<file path="src/rtl/fifo_rd_pkg.sv">
// Shared types for the FIFO read-side byte packer.
// Holds the flush FSM state enum and the byte-keep mask helper.
package fifo_rd_pkg;

  localparam int unsigned MAX_RATIO = 8;

  typedef enum logic [1:0] {
    RUN,
    DRAIN,
    EMIT
  } pk_state_e;

  // Mask with the low 'count' bits set.
  function automatic logic [MAX_RATIO-1:0] keep_mask(
    input logic [3:0] count
  );
    logic [MAX_RATIO-1:0] m;
    m = '0;
    for (int i = 0; i < MAX_RATIO; i++) begin
      m[i] = (32'(i) < 32'(count));
    end
    return m;
  endfunction

endpackage

</file>
<file path="src/rtl/fifo_rd_packer_slot.sv">
// rd_word_slot: single-entry output register for the packed word stream.
// Ports: clk_i/rst_i, load_i+data_i+keep_i in, ready_i, free_o, valid_o/data_o/keep_o out.
module rd_word_slot
  import fifo_rd_pkg::*;
#(
  parameter int unsigned W = 32,
  parameter int unsigned K = 4
) (
  input  logic         clk_i,
  input  logic         rst_i,
  input  logic         load_i,
  input  logic [W-1:0] data_i,
  input  logic [K-1:0] keep_i,
  input  logic         ready_i,
  output logic         free_o,
  output logic         valid_o,
  output logic [W-1:0] data_o,
  output logic [K-1:0] keep_o
);

  logic         valid_q;
  logic [W-1:0] data_q;
  logic [K-1:0] keep_q;

  // Free when empty or being drained at this edge.
  assign free_o  = !valid_q || ready_i;
  assign valid_o = valid_q;
  assign data_o  = data_q;
  assign keep_o  = keep_q;

  always_ff @(posedge clk_i) begin
    if (rst_i) begin
      valid_q <= 1'b0;
      data_q  <= '0;
      keep_q  <= '0;
    end else begin
      if (load_i) begin
        valid_q <= 1'b1;
        data_q  <= data_i;
        keep_q  <= keep_i;
      end else if (ready_i) begin
        valid_q <= 1'b0;
      end
    end
  end

endmodule

</file>
<file path="src/rtl/fifo_rd_packer.sv">
// fifo_rd_packer: drains FIFO bytes and packs PACK_RATIO of them per word.
// Ports: r_clk/rrst, fifo_empty/fifo_data/fifo_r_en, flush, m_valid/m_ready/m_data/m_keep, flush_busy, byte_cnt.
module fifo_rd_packer
  import fifo_rd_pkg::*;
#(
  parameter  int unsigned DATA_SIZE  = 8,
  parameter  int unsigned PACK_RATIO = 4,
  localparam int unsigned WORD_SIZE  = DATA_SIZE * PACK_RATIO,
  localparam int unsigned CW         = $clog2(PACK_RATIO + 1)
) (
  input  logic                  r_clk,
  input  logic                  rrst,
  input  logic                  fifo_empty,
  input  logic [DATA_SIZE-1:0]  fifo_data,
  output logic                  fifo_r_en,
  input  logic                  flush,
  output logic                  m_valid,
  input  logic                  m_ready,
  output logic [WORD_SIZE-1:0]  m_data,
  output logic [PACK_RATIO-1:0] m_keep,
  output logic                  flush_busy,
  output logic [CW-1:0]         byte_cnt
);

  localparam logic [CW-1:0] RATIO = CW'(PACK_RATIO);

  logic [PACK_RATIO-1:0][DATA_SIZE-1:0] lanes_q;
  logic [PACK_RATIO-1:0][DATA_SIZE-1:0] lanes_d;
  logic [PACK_RATIO-1:0][DATA_SIZE-1:0] lanes_cap;

  logic [CW-1:0] cnt_q;
  logic [CW-1:0] cnt_d;
  logic [CW-1:0] cnt_cap;
  logic [CW:0]   fill;

  logic      pend_q;
  pk_state_e state_q;
  pk_state_e state_d;
  logic      busy_q;
  logic      busy_d;
  logic      dwait_q;
  logic      dwait_d;
  logic      sent_q;
  logic      sent_d;

  logic                  slot_free;
  logic                  load_run;
  logic                  emit_ld;
  logic                  load;
  logic                  room;
  logic [WORD_SIZE-1:0]  ld_data;
  logic [PACK_RATIO-1:0] ld_keep;
  logic [MAX_RATIO-1:0]  km;
  logic                  unused_km;

  // Lanes as they stand after this edge's pending byte lands.
  always_comb begin
    lanes_cap = lanes_q;
    cnt_cap   = cnt_q;
    for (int i = 0; i < int'(PACK_RATIO); i++) begin
      if (pend_q && cnt_q == CW'(i)) begin
        lanes_cap[i] = fifo_data;
      end
    end
    if (pend_q) begin
      cnt_cap = cnt_q + CW'(1);
    end
  end

  assign fill = {1'b0, cnt_q} + (CW+1)'(pend_q);

  assign load_run = (state_q == RUN) && (cnt_cap == RATIO) && slot_free;
  assign emit_ld  = (state_q == EMIT) && !sent_q && slot_free;
  assign load     = load_run || emit_ld;

  // A word leaving the lanes at this edge frees lane 0 for the next read,
  // which keeps the stream at one byte per cycle.
  assign room = (fill < (CW+1)'(PACK_RATIO)) || load_run;

  assign fifo_r_en = !rrst && !fifo_empty && (state_q == RUN) && room;

  assign km        = keep_mask(4'(cnt_q));
  assign unused_km = ^km;
  assign ld_data   = lanes_cap;
  assign ld_keep   = load_run ? '1 : km[PACK_RATIO-1:0];

  always_comb begin
    state_d = state_q;
    busy_d  = busy_q;
    dwait_d = dwait_q;
    sent_d  = sent_q;
    lanes_d = lanes_cap;
    cnt_d   = cnt_cap;
    if (load) begin
      lanes_d = '0;
      cnt_d   = '0;
    end
    unique case (state_q)
      RUN: begin
        if (flush) begin
          state_d = DRAIN;
          busy_d  = 1'b1;
          dwait_d = 1'b1;
        end
      end
      DRAIN: begin
        // First cycle lets any in-flight read land; decide on the next.
        if (dwait_q) begin
          dwait_d = 1'b0;
        end else if (!pend_q) begin
          if (cnt_q == '0) begin
            state_d = RUN;
            busy_d  = 1'b0;
          end else begin
            state_d = EMIT;
          end
        end
      end
      EMIT: begin
        if (emit_ld) begin
          sent_d = 1'b1;
        end else if (sent_q && m_valid && m_ready) begin
          state_d = RUN;
          busy_d  = 1'b0;
          sent_d  = 1'b0;
        end
      end
      default: begin
        state_d = RUN;
      end
    endcase
  end

  always_ff @(posedge r_clk) begin
    if (rrst) begin
      lanes_q <= '0;
      cnt_q   <= '0;
      pend_q  <= 1'b0;
      state_q <= RUN;
      busy_q  <= 1'b0;
      dwait_q <= 1'b0;
      sent_q  <= 1'b0;
    end else begin
      lanes_q <= lanes_d;
      cnt_q   <= cnt_d;
      pend_q  <= fifo_r_en && !fifo_empty;
      state_q <= state_d;
      busy_q  <= busy_d;
      dwait_q <= dwait_d;
      sent_q  <= sent_d;
    end
  end

  assign flush_busy = busy_q;
  assign byte_cnt   = cnt_q;

  rd_word_slot #(
    .W (WORD_SIZE),
    .K (PACK_RATIO)
  ) u_slot (
    .clk_i   (r_clk),
    .rst_i   (rrst),
    .load_i  (load),
    .data_i  (ld_data),
    .keep_i  (ld_keep),
    .ready_i (m_ready),
    .free_o  (slot_free),
    .valid_o (m_valid),
    .data_o  (m_data),
    .keep_o  (m_keep)
  );

endmodule

</file>
<file path="config.mk">
export PLATFORM = sky130hd
export DESIGN_NAME = fifo_rd_packer
export DESIGN_NICKNAME = d
export VERILOG_FILES = /design/src/rtl/fifo_rd_pkg.sv /design/src/rtl/fifo_rd_packer_slot.sv /design/src/rtl/fifo_rd_packer.sv
export SDC_FILE = /design/constraint.sdc
export NUM_CORES = 1
export LEC_CHECK = 0
export CAP_MARGIN = 20
export CORE_AREA = 2 2 88 90
export CTS_CLUSTER_DIAMETER = 150
export DETAILED_ROUTE_END_ITERATION = 7
export DIE_AREA = 0 0 90 92
export MAX_ROUTING_LAYER = met4
export PLACE_DENSITY = 0.78
export SLEW_MARGIN = 25
export SYNTH_ARGS = -nofsm -noshare
export SYNTH_HDL_FRONTEND = slang
export SYNTH_SLANG_ARGS = --single-unit
</file>
<file path="constraint.sdc">
create_clock -name r_clk -period 4.9 [get_ports r_clk]
set_input_delay 0.735 -clock r_clk [delete_from_list [all_inputs] [get_ports r_clk]]
set_output_delay 0.735 -clock r_clk [all_outputs]
set_load 0.01 [all_outputs]
</file>
==> results of run 1 <==
synthesized netlist by cell type:
master	instances
dfxtp_1	78
nor2_1	69
mux2i_1	36
a221oi_2	30
buf_2	10
a21oi_1	8
ha_1	7
nand2_1	7
inv_1	6
buf_6	5
clkbuf_1	5
nand2b_1	4
nand3_1	4
a221oi_1	3
a31oi_1	3
a21o_1	2
and3b_1	2
o21ai_0	2
a211oi_1	1
a21boi_2	1
a311oi_1	1
and3_1	1
buf_4	1
nand2_4	1
nand3b_1	1
nand3b_2	1
nor2b_1	1
nor2b_2	1
nor3_1	1
o2111ai_4	1
o211ai_1	1
o21a_1	1
o21ba_2	1
or3_1	1
report_power, final:
| group | switching, uW | internal [uW] | leakage (uW) |
|---|---|---|---|
| combinational | 89.7 | 75.0 | 0.000769 |
| clock | 222 | 310 | 0.000115 |
| sequential | 16.1 | 658 | 0.000631 |
| total | 327 | 1040 | 0.00151 |
worst paths after layout:
check,slack [ns],cells after the start,end
min,0.50,2,dwait_q
min reg2reg,0.50,2,dwait_q
max,1.74,6,fifo_r_en
max reg2reg,2.00,7,byte_cnt[2]
flip-flops by register name, summed over array words and instances, names as in the netlist:
signal	flops
lanes_q	32
u_slot.data_o	32
u_slot.keep_o	4
byte_cnt	3
state_q	2
dwait_q	1
flush_busy	1
pend_q	1
sent_q	1
u_slot.valid_o	1
layout make-up:
class	count	area, um2
clock inverter	4	70.07
sequential	78	1562
fill	693	3457
tap	102	127.6
clock buffer	11	151.4
inverter	6	22.52
timing repair buffer	57	558.0
multi-input combinational	192	1499
critical path, cell delays in order (launching register included):
cell and delay (ns):
dfxtp_1 0.49, inv_1 0.11, ha_1 0.30, mux2i_1 0.29, o2111ai_4 0.16, a21oi_1 0.17, clkdlybuf4s50_1 0.56
layer usage:
layer / GRT usage [%] / wire (um) / up-vias
li1: - / - / 1153
met5: - / 0 / -
met1: 22.65 / 3194 / 1134
met3: 2.794 / 284 / 11
met2: 27.32 / 3104 / 56
met4: 7.692 / 133 / 0
through the flow:
| step | hold slack, ns | instances | util [%] |
|---|---|---|---|
| after floorplan | 0.4555 | 297 | - |
| after global placement | 0.4742 | 435 | 50.59 |
| after detailed placement | 0.4819 | 435 | 50.59 |
| after CTS | 0.5021 | 450 | 53.56 |
| after global routing | 0.5243 | 450 | 53.58 |
| final | 0.4984 | 450 | 53.58 |
cell families after synthesis:
logic type,count (synthesis)
adder cells (fa/ha/maj),7
multiplexers,36
flip-flops,78
AO/OA/AOI/OAI,55
buffers and inverters,27
AND/OR/NAND/NOR,94
==> metrics.md, run 1 <==
| Metric | Value |
|---|---|
| Status | `complete, no violations` |
| CTS tree | `done` |
| Min-delay worst type | `reg -> reg` |
| PostCTS Resize Cnt | `0` |
| Dominant cell type by area after synthesis | `dfxtp_1` |
| Relative slew slack | `53.48%` |
| H-tree levels | `3` |
| Clk root buf | `clkbuf_8` |
| Largest net degree at the start of global routing | `45` |
| Overall die height | `92 um` |
| Final Cycle Share | `64.41%` |
| Die area | `8280 um2` |
| Number of setup buffers added after CTS | `0` |
| Largest family of logic cells by synthesized area | `compound AO/OA/AOI/OAI gates` |
| Critical path required time | `4.16 ns` |
| Detailed Routing Iterations Pass 1 | `5` |
| Total Routing Usage GR | `17.51%` |
| Mean Syn Cell Area | `10.82 um2` |
| Routed WL per cell | `14.93 um` |
| Most common cell after layout, fill and taps aside | `dfxtp_1` |
| Die W | `90 um` |
| Critical path fanouts, max | `8` |
| F_max | `316.9 MHz` |
| Min-Delay Startpoint | `dwait_q` |
| Finished Cell Area | `3990 um2` |
| Worst Setup End Kind | `primary output` |
| Layout area overhead | `24.13%` |
| Slew @ Worst Pin | `0.6978 ns` |
| Area after DPL | `3767 um2` |
| Clock latency on the worst-skew pair | `0.34 ns` |
| Setup TNS | `0 ns` |
| Via density per instance | `5.231` |
| Post-CTS Hold Buffers | `0` |
| N_diodes | `0` |
| Synth Warn # | `0` |
| Final wirelength | `6.717 mm` |
| Number of global-route vias before repair | `2,255` |
| Fin nets | `364` |
| First DRT Iteration DRCs | `109` |
| Leakage power | `0.001515 uW` |
| Cts bufs inserted | `9` |
| Antenna violations before repair | `0` |
| Share of cells above drive strength 1 | `16.09%` |
| Ports | `55` |
| Reg clk slew, reported paths | `0.07 ns` |
| RSZ-0062 raised after global routing | `false` |
| Yosys cell types | `34` |
| Time the worst path needs with I/O delays and setup | `3.156 ns` |
| Pre-CTS setup slack | `1.612 ns` |
| Net Count, Synth | `317` |
| R2r startpoint | `byte_cnt[0]` |
| Final setup fails | `0` |
| Clock sink count | `78` |
| Count of pins over their slew limit | `0` |
| Clock Tree Buf Depth | `2` |
| Rows | `32` |
| First-pass GRT wire length | `11.27 mm` |
| Total gr overflow | `0` |
| Sequential share of the synthesized area | `48.58%` |
| Max Cap Viol | `0` |
| Via count | `2,354` |
| Clock Skews | `0.007464 ns` |
| Worst setup SP type | `flip-flop` |
| Cells after Synth | `297` |
| Core footprint | `7447 um2` |
| Initial Utilization | `43.16%` |
| Antenna viol nets, final | `0` |
| Top-area cell type share of the netlist area | `48.58%` |
| Max VDD drop | `0.2161 mV` |
| Post-Synth Simple-Gate Area | `12.77%` |
| Adder-cell area share of the yosys netlist | `2.725%` |
| Yosys reg bits | `78` |
| Endpoints failing hold | `0` |
| Most frequent cells in the layout | `dfxtp_1, nor2_1, clkdlybuf4s50_1, mux2i_1, a221oi_2` |
| Detailed Place HPWL | `4.489 mm` |
| CP arrival | `2.42 ns` |
| PD cells | `343.4 nW/um2` |
| GPL Wtd Cong | `0.7470` |
| Pwr Total | `1370 uW` |
| IO buf count | `54` |
| DR DRC count | `0` |
| Crit path kind | `reg -> out` |
| Post-synthesis compound-gate area fraction | `19.89%` |
| Critical path startpoint | `byte_cnt[0]` |
| Mux share of post-synthesis cell area | `11.21%` |
| Post-Synth XOR/XNOR Area | `0%` |
| Worst setup slack after layout | `1.744 ns` |
| Post-Syn Area | `3214 um2` |
| Area contributors post-synth | `dfxtp_1, a221oi_2, mux2i_1, nor2_1, ha_1` |
Note: power is estimated with default switching activity, not from simulation.
==> inputs of run 2 (changes only) <==
Clock period 4.9 ns to 3 ns, I/O delays scaled along.
==> run 2 against run 1 <==
Against the previous run: first-iteration DRC count is 10% higher; sequential share of layout area increased by 0.27 points; flip-flop and latch count unchanged; sequential power is 63% higher; design area shrank 0.60%.
==> metrics.md, run 2 (synthesized netlist as in run 1, its figures left out) <==
| Metric | Value |
|---|---|
| Reg2reg end | `u_slot.data_o[15]` |
| Register area | `1563 um2` |
| Antenna violations before repair | `0` |
| Rows | `32` |
| CP max stage delay | `0.55 ns` |
| CP arrival | `2.35 ns` |
| Total gr overflow | `0` |
| R2r startpoint | `byte_cnt[0]` |
| H-tree levels | `3` |
| Pwr Total | `2085 uW` |
| Min-delay worst type | `in -> reg` |
| DR DRC count | `0` |
| Initial Utilization | `43.16%` |
| Routed WL per cell | `15.32 um` |
| Overall die height | `92 um` |
| Filler Cell Count | `673` |
| Number of global-route vias before repair | `2,320` |
| Endpoints failing hold | `0` |
| Clock Tree Buf Depth | `2` |
| Via density per instance | `5.230` |
| IO buf count | `54` |
| WHS Path Cells | `4` |
| Leakage power | `0.001497 uW` |
| Post-CTS Hold Buffers | `0` |
| Setup TNS | `0 ns` |
| Fin nets | `366` |
| First-pass GRT wire length | `11.32 mm` |
| Die area | `8280 um2` |
| Multi-input gate area | `1501 um2` |
| Core footprint | `7447 um2` |
| CTS tree | `done` |
| Worst Setup End Kind | `primary output` |
| Clock latency on the worst-skew pair | `0.34 ns` |
| Final wirelength | `6.941 mm` |
| Crit path kind | `reg -> out` |
| Most frequent cells in the layout | `dfxtp_1, nor2_1, clkdlybuf4s50_1, mux2i_1, a221oi_2` |
| Count of pins over their slew limit | `0` |
| Detailed Place HPWL | `4.504 mm` |
| R2r setup slk | `0.43 ns` |
| Relative slew slack | `55.40%` |
| Slew @ Worst Pin | `0.6690 ns` |
| F_max | `357.2 MHz` |
| Via count | `2,369` |
| Critical path required time | `2.55 ns` |
| RSZ-0062 raised after global routing | `false` |
| Min-Delay Startpoint | `rrst` |
| First DRT Iteration DRCs | `120` |
| Layout area overhead | `23.39%` |
| Area after DPL | `3782 um2` |
| Total Routing Usage GR | `17.59%` |
| Time the worst path needs with I/O delays and setup | `2.799 ns` |
| Status | `complete, no violations` |
| Critical path fanouts, max | `8` |
| Worst setup SP type | `flip-flop` |
| Finished Cell Area | `3966 um2` |
| Antenna viol nets, final | `0` |
| GPL Wtd Cong | `0.7071` |
| Max Cap Viol | `0` |
| Most common cell after layout, fill and taps aside | `dfxtp_1` |
| Hold Path Sink | `pend_q` |
| Clock Skews | `0.006588 ns` |
| Die W | `90 um` |
| Ports | `55` |
| CP cell instances | `inv_1 > ha_1 > mux2i_2 > o2111ai_4 > a21oi_1 > clkdlybuf4s50_1` |
| Max VDD drop | `0.2447 mV` |
| Final Cycle Share | `93.31%` |
| Detailed Routing Iterations Pass 1 | `4` |
| Reg2reg path depth | `8` |
| Clk root buf | `clkbuf_8` |
| Largest net degree at the start of global routing | `44` |
| Share of cells above drive strength 1 | `16.24%` |
| Cts bufs inserted | `9` |
| Clock sink count | `78` |
| Fin Hold WS | `0.3946 ns` |
| Final setup fails | `0` |
| Reg clk slew, reported paths | `0.07 ns` |
| N_diodes | `0` |
| PD cells | `525.6 nW/um2` |
| Worst path slowest cell | `clkdlybuf4s50_1` |
run 2: cell types whose count changed in the layout (fill, tap and decap cells not counted), moves of 2 or more:
cell,delta
clkinv_2,-2
buf_4,+2
clkbuf_1,+3
bufinv_16,-2
run 2: power breakdown:
group          switching (uW)  total (uW)  internal (uW)
logic                     147         271            124
clock network             364         712            349
registers                26.7        1100           1070
run 2: per-stage QoR:
| step | worst slack (ns) | instances | utilization, % |
|---|---|---|---|
| detailed placement | 0.3636 | 437 | 50.79 |
| global route | 0.02805 | 453 | 53.26 |
| floorplan | 0.8055 | 297 | - |
| CTS | 0.07359 | 453 | 53.19 |
| finish | 0.2007 | 453 | 53.26 |
| global placement | 0.4061 | 437 | 50.79 |
run 2: worst max-delay path: cells and delay by family, from the launching register on:
family                   cells  cell delay [ns]
adder cells (fa/ha/maj)      1             0.31
flip-flops                   1             0.47
buffers and inverters        2             0.66
multiplexers                 1             0.24
AO/OA/AOI/OAI                2             0.32
run 2: worst max-delay path by stage:
stage / start / slack (ns) / depth (start not counted) / end
after floorplan: byte_cnt[1] / 0.81 / 6 / fifo_r_en
after global placement: byte_cnt[1] / 0.41 / 8 / u_slot.data_o[15]
after detailed placement: byte_cnt[1] / 0.36 / 8 / u_slot.data_o[15]
after CTS: byte_cnt[1] / 0.07 / 6 / fifo_r_en
after global routing: byte_cnt[0] / 0.03 / 6 / fifo_r_en
final: byte_cnt[0] / 0.20 / 6 / fifo_r_en
run 2: layout make-up:
class	instances	area share (%)
repair buffers	59	14.45
clock buffers	14	4.101
multi-input cells	192	37.85
flip-flops and latches	78	39.40
clock inverters	2	0.4101
well taps	102	3.218
inverters	6	0.5678
run 2: layer usage:
metal	part of all wire [%]	routed length, um	GRT usage (%)
met1	49	3412	22.47
met4	1.9	132	6.923
met2	45	3155	27.38
met3	3.5	240	3.862
met5	0	0	-
run 2: timing repair:
action | in CTS | in global routing
buffers inserted | 0 | 0
gates resized for setup | 0 | 2
endpoints found under the setup margin | 0 | 1
